**src/rtl/adder_pkg.sv**
```systemverilog
// Shared types and limits for the serial word adder and its slice adder.
package adder_pkg;

  typedef enum logic [1:0] {IDLE, RUN, DONE} sadd_state_t;

  localparam int MAX_SLICE_WIDTH = 8;

endpackage

```
**src/rtl/carry_look_ahead_adder.sv**
```systemverilog
// Single-slice adder: carries computed in flattened look-ahead form from
// generate/propagate terms rather than rippled bit by bit.
module carry_look_ahead_adder #(
  parameter int DATA_WIDTH = 8
) (
  input  logic [DATA_WIDTH-1:0] a,
  input  logic [DATA_WIDTH-1:0] b,
  input  logic                  carry_in,
  output logic [DATA_WIDTH-1:0] sum,
  output logic                  carry_out
);

  logic [DATA_WIDTH-1:0] gen;
  logic [DATA_WIDTH-1:0] prop;
  logic [DATA_WIDTH:0]   carry;

  assign gen  = a & b;
  assign prop = a ^ b;

  // carry[i+1] = g[i] | p[i]g[i-1] | ... | p[i]..p[0]carry_in
  always_comb begin
    logic cv;
    logic pv;
    carry    = '0;
    cv       = 1'b0;
    pv       = 1'b0;
    carry[0] = carry_in;
    for (int i = 0; i < DATA_WIDTH; i++) begin
      cv = gen[i];
      pv = prop[i];
      for (int j = i - 1; j >= 0; j--) begin
        cv = cv | (pv & gen[j]);
        pv = pv & prop[j];
      end
      carry[i+1] = cv | (pv & carry_in);
    end
  end

  assign sum       = prop ^ carry[DATA_WIDTH-1:0];
  assign carry_out = carry[DATA_WIDTH];

endmodule

```
**src/rtl/serial_word_adder.sv**
```systemverilog
// Sequences wide operands LSB-first through one slice adder, one slice per
// cycle, with the inter-slice carry held in a register.
module serial_word_adder
  import adder_pkg::*;
#(
  parameter int DATA_WIDTH    = 8,
  parameter int OPERAND_WIDTH = 32
) (
  input  logic                     clk_in,
  input  logic                     rst_in,
  input  logic [OPERAND_WIDTH-1:0] a_in,
  input  logic [OPERAND_WIDTH-1:0] b_in,
  input  logic                     sub_in,
  input  logic                     carry_in,
  input  logic                     in_valid_in,
  output logic                     in_ready_out,
  output logic [OPERAND_WIDTH-1:0] sum_out,
  output logic                     carry_out,
  output logic                     overflow_out,
  output logic                     out_valid_out,
  input  logic                     out_ready_in,
  output sadd_state_t              state_out
);

  localparam int WORDS = OPERAND_WIDTH / DATA_WIDTH;
  localparam int IDX_W = (WORDS > 1) ? $clog2(WORDS) : 1;
  localparam logic [IDX_W-1:0] LAST_IDX = IDX_W'(WORDS - 1);

  if (DATA_WIDTH < 1 || DATA_WIDTH > MAX_SLICE_WIDTH) begin : g_bad_width
    $error("serial_word_adder: DATA_WIDTH must be 1..%0d", MAX_SLICE_WIDTH);
  end
  if (OPERAND_WIDTH % DATA_WIDTH != 0) begin : g_bad_ratio
    $error("serial_word_adder: OPERAND_WIDTH must be a multiple of DATA_WIDTH");
  end

  sadd_state_t state_q, state_d;
  logic accept, run_step, last_slice;

  logic [OPERAND_WIDTH-1:0] a_r, b_r, sum_r;
  logic                     carry_r, carry_q, ovf_q;
  logic [IDX_W-1:0]         idx_q;

  logic [DATA_WIDTH-1:0] slice_sum;
  logic                  slice_carry;

  carry_look_ahead_adder #(.DATA_WIDTH(DATA_WIDTH)) u_slice_add (
    .a         (a_r[idx_q*DATA_WIDTH +: DATA_WIDTH]),
    .b         (b_r[idx_q*DATA_WIDTH +: DATA_WIDTH]),
    .carry_in  (carry_r),
    .sum       (slice_sum),
    .carry_out (slice_carry)
  );

  always_ff @(posedge clk_in or posedge rst_in) begin
    if (rst_in) state_q <= IDLE;
    else        state_q <= state_d;
  end

  // Handshakes: a transfer occurs on a rising edge where valid and ready are
  // both high; valid never waits on ready, and DONE holds results until taken.
  always_comb begin
    state_d    = state_q;
    accept     = 1'b0;
    run_step   = 1'b0;
    last_slice = 1'b0;
    unique case (state_q)
      IDLE: begin
        if (in_valid_in) begin
          accept  = 1'b1;
          state_d = RUN;
        end
      end
      RUN: begin
        run_step   = 1'b1;
        last_slice = (idx_q == LAST_IDX);
        if (last_slice) state_d = DONE;
      end
      DONE: begin
        if (out_ready_in) state_d = IDLE;
      end
      default: state_d = IDLE;
    endcase
  end

  always_ff @(posedge clk_in or posedge rst_in) begin
    if (rst_in) begin
      a_r     <= '0;
      b_r     <= '0;
      sum_r   <= '0;
      carry_r <= 1'b0;
      carry_q <= 1'b0;
      ovf_q   <= 1'b0;
      idx_q   <= '0;
    end else if (accept) begin
      a_r     <= a_in;
      b_r     <= sub_in ? ~b_in : b_in;
      carry_r <= sub_in | carry_in;
      idx_q   <= '0;
    end else if (run_step) begin
      sum_r[idx_q*DATA_WIDTH +: DATA_WIDTH] <= slice_sum;
      carry_r <= slice_carry;
      if (last_slice) begin
        // slice_sum MSB is the final result MSB on the last slice
        carry_q <= slice_carry;
        ovf_q   <= (a_r[OPERAND_WIDTH-1] == b_r[OPERAND_WIDTH-1]) &
                   (slice_sum[DATA_WIDTH-1] != a_r[OPERAND_WIDTH-1]);
      end else begin
        idx_q <= idx_q + 1'b1;
      end
    end
  end

  assign in_ready_out  = (state_q == IDLE) & ~rst_in;
  assign out_valid_out = (state_q == DONE);
  assign sum_out       = sum_r;
  assign carry_out     = carry_q;
  assign overflow_out  = ovf_q;
  assign state_out     = state_q;

endmodule

```
**config.mk**
```make
export PLATFORM = sky130hd
export DESIGN_NAME = serial_word_adder
export DESIGN_NICKNAME = d
export VERILOG_FILES = /design/src/rtl/adder_pkg.sv /design/src/rtl/carry_look_ahead_adder.sv /design/src/rtl/serial_word_adder.sv
export SDC_FILE = /design/constraint.sdc
export NUM_CORES = 1
export LEC_CHECK = 0
export ABC_AREA = 1
export ABC_CLOCK_PERIOD_IN_PS = 3350
export BUFFER_PORTS_ARGS = -buffer_cell sky130_fd_sc_hd__buf_4
export CORE_ASPECT_RATIO = 1.75
export CORE_UTILIZATION = 35
export DETAILED_ROUTE_END_ITERATION = 6
export PLACE_DENSITY = 0.61
export SYNTH_ARGS = -nofsm -noshare
export SYNTH_HDL_FRONTEND = slang
export SYNTH_SLANG_ARGS = --single-unit
export TNS_END_PERCENT = 5
```
**constraint.sdc**
```tcl
create_clock -name clk_in -period 3.35 [get_ports clk_in]
set_input_delay 0.5025 -clock clk_in [delete_from_list [all_inputs] [get_ports clk_in]]
set_output_delay 0.5025 -clock clk_in [all_outputs]
set_load 0.01 [all_outputs]
```
==> metrics.md <==
| Metric | Value |
|---|---|
| Status | completed |
| Worst-Skew Late Latency | 340 ps |
| # resized after CTS | 0 |
| Top-count cell post-synth | nand2_1 |
| Setup crit end | sum_out[15] |
| # DRC | 0 |
| Unrepaired setup endpoints after global routing | no |
| Synth top area cells | dfrtp_1, nand2_1, o21ai_0 |
| Leak | 3.29 nW |
| Crit path largest cell delay | 400 ps |
| Number of library cell types mapped by synthesis | 35 |
| Sequential fraction of the synthesis area | 50.2% |
| CP cell instances | inv_1 -> o21ai_0 -> o22ai_1 -> ha_1 -> nand2_1 -> nor2_1 -> nor2_1 -> nand2_1 -> nand2_1 -> nand2_1 -> nand2_1 -> nand2_1 -> nor2_2 -> nand3_1 -> nand2_1 |
| Worst Setup SP | idx_q[1] |
| GR Layer Usage met3 | 2.72% |
| Maximum buffer depth of the clock tree | 2 |
| CTS root buf | clkbuf_16 |
| Layout cell share with drive strength beyond 1 | 20.3% |
| GR Layer Usage met2 | 35.5% |
| Arr. time, crit path | 2950 ps |
| I/O pin count | 108 |
| Met1 Use GR | 21.4% |
| First-pass GRT wire length | 22300 um |
| GRT Total Usage | 19.1% |
| Die area | 15200 um^2 |
| Achievable frequency | 376 MHz |
| Slew headroom | 39.5% |
| Area Overhead vs Synth | 25.8% |
| Cell area power density | 1090 nW/um^2 |
| Setup violations, final | 0 |
| Peak supply drop | 0.405 mV |
| Number of global-route vias before repair | 4494 |
| Chip height | 162 um |
| CTS hold repair buffers | 0 |
| Via count | 4377 |
| TritonCTS Buffers | 9 |
| Total Negative Setup Slacks | 0 ps |
| Largest fanout on the critical path | 20 |
| Worst Path Required | 3640 ps |
| CTS clock-pin slew for the worst setup and hold paths | 70 ps |
| Rows | 58 |
| Commonest cells in the synthesized netlist | nand2_1, dfrtp_1, o21ai_0 |
| Slew of the pin with the lowest slew margin | 906 ps |
| Max Clock Skew | 7.14 ps |
| Slew Viols, Final | 0 |
| Initial Util | 35.7% |
| Reg2reg end | sum_out[15] |
| FF-to-FF path depth | 15 |
| Setup Crit Path Kind | flip-flop to flip-flop |
| Vias per cell | 4.89 |
| Post-Synthesis Cells | 615 |
| H-tree Lvls | 3 |
| Clock sink count | 103 |
| Reg-to-reg startpoint | idx_q[1] |
| Initial antenna violation count | 0 |
| Yosys top cell area share | 50.2% |
| Period utilization | 79.4% |
| Total wire length | 13600 um |
| Syn Nets | 700 |
| Cell taking the most area after synthesis | dfrtp_1 |
| IO buf count | 107 |
| Largest net degree at the start of global routing | 101 |
| GRT Max-Usage Layer | met2 |
| Async SR Flop Fraction | 100% |
| Final min period | 2660 ps |
| Hold Fails Final Rpt | 0 |
| Ys flop type | dfrtp_1 |
| Worst reg2reg setup slack | 690 ps |
| EDFF count, synth | 0 |
| CP startpoint kind | flip-flop |
| Post-Syn Area | 5130 um^2 |
| Hold WC Path Type | input pin to asynchronous set/reset pin |
| Slowest CP cell | inv_1 |
| Final ANT Viol Nets | 0 |
| Syn avg cell area | 8.35 um^2 |
| CTS tree | yes |
| CP most frequent cell | nand2_1 |
| Post-CTS Setup Inserts | 0 |
| Endpoint kind of the worst setup timing path | flip-flop |
| Gr ovfl total | 0 |
| Routability cong. | 0.863 |
| #FFs+latches synth | 103 |
| Total core area | 14400 um^2 |
| X dimension of the die | 93.5 um |
| Total power | 7.03 mW |
| Routed WL per cell | 15.2 um |
| DP HPWL | 10500 um |
| Total iterations of the first detailed-routing run | 7 |
| Diodes inserted | 0 |
| Synth warn | 0 |
| Max_cap viols | 0 |
| Drt initial violations | 206 |
| Final nets | 796 |
[cells by family after synthesis]
| family | synth area share (%) |
|---|---|
| compound gates | 11.7 |
| xor+xnor | 5.63 |
| fa+ha+maj | 3.80 |
| buf+inv | 4.58 |
| flops | 50.2 |
| simple gates | 24.1 |
[power breakdown]
part / internal, mW / total, mW / switching [mW]
Combinational: 1.31 / 3.67 / 2.35
Clock: 0.753 / 1.21 / 0.455
Sequential: 1.77 / 2.15 / 0.380
Total: 3.84 / 7.03 / 3.19
[worst max-delay path, delay by kind of cell, from the launching register on]
kind	cells	cell delay (ps)
simple gates	11	1020
compound gates	2	440
buf+inv	1	400
flops	1	380
fa+ha+maj	1	340
[through the flow]
stage | util (%) | area [um^2] | cells | worst slack [ps] | hold slack (ps)
after global routing | 44.9 | 6460 | 896 | 418 | 264
after CTS | 44.9 | 6460 | 896 | 730 | 241
final | 44.9 | 6460 | 896 | 690 | 215
after global placement | 42.5 | 6110 | 880 | 867 | 464
after floorplan | - | 5130 | 615 | 144 | 444
after detailed placement | 42.5 | 6110 | 880 | 758 | 469
[worst min-delay path by stage]
stage	from	to	slack (ps)	depth (start not counted)
finish	rst_in	state_out[1]	210	2
global placement	b_r[16]	b_r[16]	460	2
detailed placement	b_r[16]	b_r[16]	470	2
global route	rst_in	state_out[1]	260	2
CTS	rst_in	idx_q[0]	240	2
floorplan	a_r[16]	a_r[16]	440	2
[cells in the final DEF, fill, tap and decap left out]
master     instances
nand2_1          210
buf_4            111
dfrtp_1          103
o21ai_0           71
nor2_1            47
xnor2_1           33
inv_1             23
nand3_1           18
o22ai_1           17
ha_1              14
nand4_1            9
clkbuf_16          9
o21ai_1            7
nand2_2            4
a22o_1             4
inv_2              3
a21oi_1            3
nor2_2             3
bufinv_16          3
clkinv_1           2
nor3_1             2
buf_12             2
nor2_8             1
nand4_2            1
nand3b_1           1
o21a_1             1
o211ai_1           1
o21bai_1           1
nand2_4            1
nor3_4             1
a32o_1             1
o31ai_2            1
inv_4              1
or2_2              1
o31ai_1            1
fa_1               1
clkinv_2           1
inv_6              1
clkbuf_1           1
clkbuf_8           1
[routing by layer]
metal  vias to the layer above  wire length, um  share of wire [%]
met5                         -                0                  0
li1                       2195                -                  -
met2                       123             7490                 55
met3                        26              419                3.1
met1                      2033             5290                 39
met4                         0              393                2.9
[state kept, by name, summed over array words and instances (netlist names)]
register and cells:
carry_r 1, state_out 2, a_r 32, idx_q 2
b_r 32, sum_out 32, carry_out 1, overflow_out 1
[area by class of cell]
cell class	count	area, um^2
inverter	29	111
multi-input combinational	455	2320
timing repair buffer	113	873
fill	1431	7910
sequential	103	2580
tap	180	225
clock inverter	5	104
clock buffer	11	243
Note: power is estimated with default switching activity, not from simulation.
